<file path="config.mk">
export PLATFORM = sky130hd
export DESIGN_NAME = spi_byte_streamer
export DESIGN_NICKNAME = d
export VERILOG_FILES = /design/src/rtl/spi_pkg.sv /design/src/rtl/spi_fifo.sv /design/src/rtl/spi_byte_streamer.sv
export SDC_FILE = /design/constraint.sdc
export NUM_CORES = 1
export LEC_CHECK = 0
export CORE_MARGIN = 3
export CORE_UTILIZATION = 64
export DETAILED_ROUTE_END_ITERATION = 8
export PLACE_DENSITY = 0.82
export SYNTH_ARGS = -nofsm -noshare
export SYNTH_HDL_FRONTEND = slang
export SYNTH_SLANG_ARGS = --single-unit
</file>
<file path="constraint.sdc">
create_clock -name clk -period 3.8 [get_ports clk]
set_input_delay 0.38 -clock clk [delete_from_list [all_inputs] [get_ports clk]]
set_output_delay 0.38 -clock clk [all_outputs]
set_load 0.05 [all_outputs]
</file>
<file path="src/rtl/spi_pkg.sv">
// Shared types for the SPI byte streamer: byte type and sequencer state encoding.
package spi_pkg;

    typedef logic [7:0] spi_byte_t;

    typedef enum logic [1:0] {
        IDLE,
        START,
        WAIT,
        GAP
    } streamer_state_t;

endpackage

</file>
<file path="src/rtl/spi_fifo.sv">
// Synchronous first-word-fall-through FIFO with async active-low reset and occupancy output.
module spi_fifo #(
    parameter int unsigned WIDTH = 8,
    parameter int unsigned DEPTH = 8
) (
    input  logic                   clk,
    input  logic                   rst_n,
    input  logic                   push_i,
    input  logic [WIDTH-1:0]       wdata_i,
    input  logic                   pop_i,
    output logic [WIDTH-1:0]       rdata_o,
    output logic                   full_o,
    output logic                   empty_o,
    output logic [$clog2(DEPTH):0] level_o
);

    localparam int unsigned AW = $clog2(DEPTH);
    localparam int unsigned LW = AW + 1;

    logic [WIDTH-1:0] mem_q [DEPTH];
    logic [AW-1:0]    wr_ptr_q;
    logic [AW-1:0]    rd_ptr_q;
    logic [LW-1:0]    level_q;
    logic             do_push;
    logic             do_pop;

    assign empty_o = (level_q == '0);
    assign full_o  = (level_q == LW'(DEPTH));
    assign level_o = level_q;
    assign rdata_o = mem_q[rd_ptr_q];

    // A pop in the same cycle frees the slot, so a push at full is still accepted then.
    assign do_pop  = pop_i && !empty_o;
    assign do_push = push_i && (!full_o || do_pop);

    always_ff @(posedge clk or negedge rst_n) begin
        if (!rst_n) begin
            for (int unsigned i = 0; i < DEPTH; i++) begin
                mem_q[i] <= '0;
            end
        end else if (do_push) begin
            mem_q[wr_ptr_q] <= wdata_i;
        end
    end

    always_ff @(posedge clk or negedge rst_n) begin
        if (!rst_n) begin
            wr_ptr_q <= '0;
            rd_ptr_q <= '0;
            level_q  <= '0;
        end else begin
            if (do_push) begin
                wr_ptr_q <= wr_ptr_q + AW'(1);
            end
            if (do_pop) begin
                rd_ptr_q <= rd_ptr_q + AW'(1);
            end
            case ({do_push, do_pop})
                2'b10:   level_q <= level_q + LW'(1);
                2'b01:   level_q <= level_q - LW'(1);
                default: level_q <= level_q;
            endcase
        end
    end

endmodule

</file>
<file path="src/rtl/spi_byte_streamer.sv">
// Sequencer in front of spi_master: one transfer per queued TX byte, results captured into an RX FIFO.
module spi_byte_streamer
    import spi_pkg::*;
#(
    parameter int unsigned DEPTH      = 8,
    parameter int unsigned GAP_CYCLES = 2,
    parameter int unsigned TIMEOUT    = 1024
) (
    input  logic                   clk,
    input  logic                   reset,
    input  logic [7:0]             tx_data,
    input  logic                   tx_valid,
    output logic                   tx_ready,
    output logic [7:0]             rx_data,
    output logic                   rx_valid,
    input  logic                   rx_ready,
    input  logic                   rx_enable,
    output logic                   starttx,
    output logic [7:0]             d,
    input  logic [7:0]             q,
    input  logic                   finished,
    output logic                   busy,
    output logic [$clog2(DEPTH):0] tx_level,
    output logic [$clog2(DEPTH):0] rx_level,
    output logic                   timeout_err
);

    localparam int unsigned CNT_TOP = (TIMEOUT > GAP_CYCLES) ? TIMEOUT : GAP_CYCLES;
    localparam int unsigned CW      = $clog2(CNT_TOP + 1);

    streamer_state_t state_q, state_d;
    logic [CW-1:0]   cnt_q, cnt_d;
    spi_byte_t       d_q, d_d;

    spi_byte_t tx_head;
    logic      tx_full, tx_empty, tx_pop;
    logic      rx_full, rx_empty, rx_push;

    spi_fifo #(
        .WIDTH (8),
        .DEPTH (DEPTH)
    ) u_tx_fifo (
        .clk     (clk),
        .rst_n   (reset),
        .push_i  (tx_valid && tx_ready),
        .wdata_i (tx_data),
        .pop_i   (tx_pop),
        .rdata_o (tx_head),
        .full_o  (tx_full),
        .empty_o (tx_empty),
        .level_o (tx_level)
    );

    spi_fifo #(
        .WIDTH (8),
        .DEPTH (DEPTH)
    ) u_rx_fifo (
        .clk     (clk),
        .rst_n   (reset),
        .push_i  (rx_push),
        .wdata_i (q),
        .pop_i   (rx_valid && rx_ready),
        .rdata_o (rx_data),
        .full_o  (rx_full),
        .empty_o (rx_empty),
        .level_o (rx_level)
    );

    assign tx_ready = !tx_full;
    assign rx_valid = !rx_empty;
    assign starttx  = (state_q == START);
    assign d        = d_q;
    assign busy     = (state_q != IDLE) || !tx_empty;

    always_ff @(posedge clk or negedge reset) begin
        if (!reset) begin
            state_q <= IDLE;
            cnt_q   <= '0;
            d_q     <= '0;
        end else begin
            state_q <= state_d;
            cnt_q   <= cnt_d;
            d_q     <= d_d;
        end
    end

    // d is captured from the FIFO head on leaving IDLE so it is already stable in START.
    always_comb begin
        state_d     = state_q;
        cnt_d       = cnt_q;
        d_d         = d_q;
        tx_pop      = 1'b0;
        rx_push     = 1'b0;
        timeout_err = 1'b0;
        case (state_q)
            IDLE: begin
                if (!tx_empty && (!rx_enable || !rx_full)) begin
                    d_d     = tx_head;
                    state_d = START;
                end
            end
            START: begin
                tx_pop  = 1'b1;
                cnt_d   = '0;
                state_d = WAIT;
            end
            WAIT: begin
                if (finished) begin
                    rx_push = rx_enable;
                    cnt_d   = '0;
                    state_d = (GAP_CYCLES == 0) ? IDLE : GAP;
                end else if (cnt_q == CW'(TIMEOUT - 1)) begin
                    timeout_err = 1'b1;
                    state_d     = IDLE;
                end else begin
                    cnt_d = cnt_q + CW'(1);
                end
            end
            GAP: begin
                if (cnt_q == CW'(GAP_CYCLES - 1)) begin
                    state_d = IDLE;
                end else begin
                    cnt_d = cnt_q + CW'(1);
                end
            end
            default: state_d = IDLE;
        endcase
    end

endmodule

</file>
Word level (Yosys, flattened, before mapping)
Cells that the tools add are included.
Widths: inputs -> output; s select.
Operators by class
  add/sub/neg operators: 9
  multipliers: 0
  div/mod/pow operators: 0
  $lt $le $gt $ge: 6
  equality and inequality tests: 16
  shifts and indexed selects: 0
  multiplexer cells: 29
  bitwise gates (word level): 4
  reduce and logical (&&, ||, !) cells: 28
Operators by type and width (count)
  $bwmux 64: 2
  $bmux 8 s3: 2
  $demux 8 s3: 2
  $mux 8: 6
  $mux 11: 3
  $pmux 11 s3: 1
  $ge 4x4->1 const B: 4
  $not 3->4: 4
  $pmux 4 s2: 2
  $add 3x1->3 const B: 4
  $add 11x1->11 const B: 1
  $eq 11x1->1 const B: 1
  $eq 11x10->1 const B: 1
  $logic_and 1x1->1: 9
  $add 4x1->4 const B: 2
  $eq 2x2->1 const B: 4
  $eq 4x4->1 const B: 2
  $logic_not 4->1: 2
  $lt 4x1->1 const B: 2
  $mux 2: 4
  $pmux 2 s4: 1
  $sub 4x1->4 const B: 2
  $eq 2x1->1 const B: 3
  $mux 1: 6
  9 further kinds: 22
Storage, ports and cells
  register bits after elaboration: 169
  bits in latches: 0
  RAM bits: 0
  bits in read-only memories: 0
  input bits: 22
  output and inout port bits: 29
  word-level logic and storage cells: 117
  memories kept: 0

Longest topological paths before layout
  depth after elaboration: 8
  depth in mapped cells: 12
  mapped depth without buffers: 11

Cells and area by module
Synthesis repeated with hierarchy kept, for this count alone.
Second synthesis, totals
  cell total of the unflattened synthesis: 572
  area, all modules: 8448.1 um2
Modules (own cells, without submodules)
  spi_fifo (u_rx_fifo): times used 1, cells an instance 229, area each 3628.5 um2, seq. area each 1851.8 um2
  spi_fifo (u_tx_fifo): times used 1, cells an instance 228, area each 3617.2 um2, seq. area each 1851.8 um2
  spi_byte_streamer: times used 1, cells an instance 115, area each 1202.4 um2, seq. area each 525.5 um2

Worst setup path after synthesis
Ideal clock, no wire load.
  path type: register -> register
  from: register u_rx_fifo.level_q[1], in the netlist u_rx_fifo.level_o[1]
  to: register u_rx_fifo.level_q[2], in the netlist u_rx_fifo.level_o[2]
  library setup time: 148 ps
  arrival: 2855 ps
  data required time: 3652 ps
  slack: 797 ps
  cell stages (with the launch flop): 11
  buffers on the path: 0
  period minus slack after synthesis: 3003 ps
  cells stage by stage: dfrtp_1 or4_1 nand2_1 inv_1 ha_1 xor2_1 ha_1 a21oi_1 xor2_1 nor2_1 xor2_1
Between the ends
  longest elaborated chain between the ends: 8
  elaborated cells between the ends (all ways): 14
  classes of those cells: 2 x add/sub; 3 x eq/ne; 1 x mux; 8 x reduce/logical
Ends and longest elaborated chain
  from (decl): line spi_fifo.sv:23  | logic [LW-1:0] level_q;
  from (signal assigned): line spi_fifo.sv:59  | 2'b10: level_q <= level_q + LW'(1);
  from (signal assigned): line spi_fifo.sv:60  | 2'b01: level_q <= level_q - LW'(1);
  from (signal assigned): line spi_fifo.sv:61  | default: level_q <= level_q;
  $logic_not 4->1 *: line spi_fifo.sv:27  | assign empty_o = (level_q == '0);
  $logic_not 1->1 *: line spi_byte_streamer.sv:70  | assign rx_valid = !rx_empty;
  net rx_valid: line spi_byte_streamer.sv:15  | output logic rx_valid,
  $logic_and 1x1->1: line spi_byte_streamer.sv:62  | .pop_i (rx_valid && rx_ready),
  $logic_and 1x1->1 *: line spi_fifo.sv:33  | assign do_pop = pop_i && !empty_o;
  net u_rx_fifo.do_pop: line spi_fifo.sv:25  | logic do_pop;
  $logic_or 1x1->1: line spi_fifo.sv:34  | assign do_push = push_i && (!full_o || do_pop);
  $logic_and 1x1->1: line spi_fifo.sv:34
  $eq 2x1->1 / $eq 2x2->1 (equally long branches): line spi_fifo.sv:58  | case ({do_push, do_pop})
  $pmux 4 s2 / $reduce_bool 2->1 (equally long branches)
The timed path passes the listed nets; every way through them passes the cells marked *.
A chain may end at the register's enable or synchronous reset.

Final worst setup path
  from: register cnt_q[0]
  to: output timeout_err
Between the ends
  longest elaborated chain between the ends: 4
Ends and longest elaborated chain
  from (decl): line spi_byte_streamer.sv:32  | logic [CW-1:0] cnt_q, cnt_d;
  from (signal assigned): line spi_byte_streamer.sv:82  | cnt_q <= cnt_d;
  $eq 11x10->1: line spi_byte_streamer.sv:112  | end else if (cnt_q == CW'(TIMEOUT - 1)) begin
  $mux 1: line spi_byte_streamer.sv:112
  $mux 1: line spi_byte_streamer.sv:108  | if (finished) begin
  $mux 1: line spi_byte_streamer.sv:95  | case (state_q)
  to (decl): line spi_byte_streamer.sv:25  | output logic timeout_err
No other way between the ends.

==> impl_results.md <==
* Clock tree from TritonCTS: yes
* Capture instance of the worst register-to-register path: u_tx_fifo.level_o[3]
* Maximum buffer depth of the clock tree at 2
* Share of the clock period used by the worst path at 0.8307
* Data arrival time of the worst path at 2780 ps
* Buffers on Ports at 50
* Setup repair after global routing missed its margin: false
* Predominant post-synthesis flop cell: sky130_fd_sc_hd__dfrtp_1
* Post-layout instance area at 9176 um2
* Cell types with the largest area share after synthesis: sky130_fd_sc_hd__dfrtp_1 53%, sky130_fd_sc_hd__mux2_2 20%, sky130_fd_sc_hd__mux4_2 9.1%
* Warning count from the yosys run at 0
* Final Non-Filler Cells at between 700 and 800
* Core area at 11760 um2
* Max-slew violations at 0
* Headroom to the max-slew limit at 0.4113
* Number of buffers inserted by post-CTS setup repair at 0
* Uppermost layer routed: met4
* Sequential-to-total area share from yosys stat at 0.5346
* Largest net degree at the start of global routing at approximately 80
* Cell total after placement at 746
* Final GP Congestion at 0.7937
* Vias at 4736
* Slew at the pin closest to its max-slew limit at ~880 ps
* Max Cap Viol at 0
* CP startpoint kind: flop
* Crit. End Element: primary output
* Peak clock frequency supported by timing at 316.8 MHz
* Final worst clock skew at between 6 and 7 ps
* Initial DRT Pass Iterations at 5
* Number of enable-type register cells in the synthesized netlist at 0
* Number of cells traversed by the worst register-to-register path at 9
* Post-Synthesis Cells at between 500 and 600
* Number of rows created at floorplan at 39
* Category of the critical setup timing path: flop to primary output
* Post-Route Hold Slack at 483.0 ps
* # diodes at 0
* Number of nets in the final layout at between 600 and 700
* Share of layout cells above drive strength 1 at 0.3642
* Final routed DRC violation total at 0
* Detailed-route vias per instance at between 6 and 7
* Setup TNS after final layout at 0 ps
* First-pass GRT wire length at 25.23 mm
* CP max FO at 7
* Clock period minus worst slack at between 3000 and 4000 ps
* Avg Synthesized Cell Area at 14.46 um2
* Die height at 117.2 um
* Met2 wirelength from detailed routing at approximately 8.1 mm
* Power density relative to cell area at between 600 and 700 nW/um2
* Post-route antenna net violation count at 0
* Static Leak at around 4.1 nW
* Unique cell type count in the Yosys netlist at 52
* Full die area at 13730 um2
* Peak supply drop at 0.5593 mV
* Post-synthesis sequential element count at roughly 170
* Post-placement cell area at about 8600 um2
* HPWL after detailed placement at 10.14 mm
* Worst flop-to-flop path startpoint: u_tx_fifo.level_o[0]
* TritonCTS buffer count at 17
* Register-to-register setup slack at approximately 850 ps
* P&R area growth vs syn at 16.01%
* Post-CTS sizing at 0
* Path class of the lowest-slack min-delay path: input port to asynchronous set/reset pin
* Routed wire length at 15.49 mm
* Clock latency on the worst-skew pair at 410 ps
* Iter 0 DRT Violations at 406
* Syn_nets at just under 600
* CTS Root Cell: sky130_fd_sc_hd__clkbuf_16
* Die span in x at about 120 um
* Routed wire length on met3 at 473 um
* Number of hold violations in the final report at 0
* Via count of the first global-routing pass at ~5000
* Sum of routed wire segments on met1 at 6.832 mm
* Status: finished clean
* Number of antenna violations at the first check in global routing at 0
* CTS clock-pin slew for the worst setup and hold paths at 60 ps
* GRT Overall Usage at 0.2444
* Top-area cell type share of the netlist area at 0.5346
* Count of H-tree levels built during CTS at 4
* Required arrival time at the worst endpoint at 3420 ps
* Clock net sink count at 169
* GRT overflow at 0
* Setup-failing EPs final at 0
* Average wire length per cell after detail routing at a little under 20 um
* Cell type with the largest total area after synthesis: sky130_fd_sc_hd__dfrtp_1
* Syn Std Cell Area at 7910 um2
* Initial standard-cell utilization of the core at 0.6726
* FFs w/ async S/R, synth at 1.000
* Total power of the final layout at roughly 0.0057 W
* Ports placed on the boundary at 51
## registers in the layout, summed over array words and instances, names as in the netlist
signal / flops
u_tx_fifo.mem_q: 64
u_rx_fifo.mem_q: 64
cnt_q: 11
u_rx_fifo.level_o: 4
state_q: 2
u_tx_fifo.rd_ptr_q: 3
u_tx_fifo.level_o: 4
u_rx_fifo.wr_ptr_q: 3
u_rx_fifo.rd_ptr_q: 3
u_tx_fifo.wr_ptr_q: 3
d: 8
## cell usage after synthesis (all sizes together) (3+ instances only)
master	count
nor3	5
nand3b	4
a31oi	7
mux4	32
nand2	28
nor2	18
mux2i	10
nand2b	5
o21ai	6
a21oi	16
xor2	6
buf	15
inv	13
mux2	140
o22ai	4
dfrtp	169
clkbuf	7
ha	12
and3	3
nand3	5
nor4	6
xnor2	11
nor3b	3
## critical path, cell delays in order (launching register included)
cell	delay (ps)
sky130_fd_sc_hd__dfrtp_1	410
sky130_fd_sc_hd__ha_1	240
sky130_fd_sc_hd__nand3_1	240
sky130_fd_sc_hd__nor4_1	420
sky130_fd_sc_hd__nor3b_1	230
sky130_fd_sc_hd__clkdlybuf4s50_1	830
## how the worst max path moves through the flow
stage / startpoint / to / slack (ps)
after global routing: cnt_q[0] / timeout_err / 500
after global placement: u_tx_fifo.level_o[0] / u_tx_fifo.level_o[3] / 1060
after floorplan: u_rx_fifo.level_o[1] / u_rx_fifo.level_o[2] / 800
after detailed placement: u_tx_fifo.level_o[0] / u_tx_fifo.level_o[3] / 860
after CTS: cnt_q[0] / timeout_err / 650
final: cnt_q[0] / timeout_err / 640
## routing by layer
layer | up-vias | global-route usage
met5 | - | 0
met4 | 0 | 0.06728
met3 | 11 | 0.05296
met2 | 90 | 0.4118
met1 | 2502 | 0.3245
li1 | 2133 | -
## final cells by class
type | count | area [um2]
sequential | 169 | 4229
multi-input combinational | 343 | 3533
fill | 694 | 2584
timing repair buffer | 58 | 576.8
clock buffer | 21 | 460.4
tap | 164 | 205.2
clock inverter | 11 | 122.6
inverter | 13 | 48.80
## layout by cell type, fill, tap and decap left out, drive strengths merged, types with 7 or more instances in the layout
cell and n:
xnor2 11, clkbuf 21, dfrtp 169, nand2 28, mux2i 10, a31oi 7
buf 8, nor2 18, clkinvlp 7, ha 12, mux2 140, a21oi 16
clkdlybuf4s50 49, mux4 32, inv 13
## power by group
part | switching [W] | internal (W)
clock network | 0.000688 | 0.00100
logic | 0.000652 | 0.000788
registers | 0.000366 | 0.00222
## metrics by stage
step	utilization	setup WS (ps)
after CTS	0.7803	645.2
after global placement	0.7299	1060
final	0.7803	643.3
after floorplan	-	797.3
after global routing	0.7803	504.2
after detailed placement	0.7299	863.5
## kinds of logic after synthesis
group / after synthesis / synth area share
multiplexers: 182 / 0.3031
adder cells (fa/ha/maj): 13 / 0.02151
AND/OR/NAND/NOR: 89 / 0.07039
AO/OA/AOI/OAI: 42 / 0.03211
flip-flops: 169 / 0.5346
buffers and inverters: 35 / 0.01945
XOR/XNOR: 17 / 0.01882
## repair_timing
item / 4_1_cts / 5_1_grt
setup endpoints to repair: 0 / 0
endpoints found under the hold margin: 53 / 0
hold buffers: 1 / 0
(Power assumes the default switching activity.)
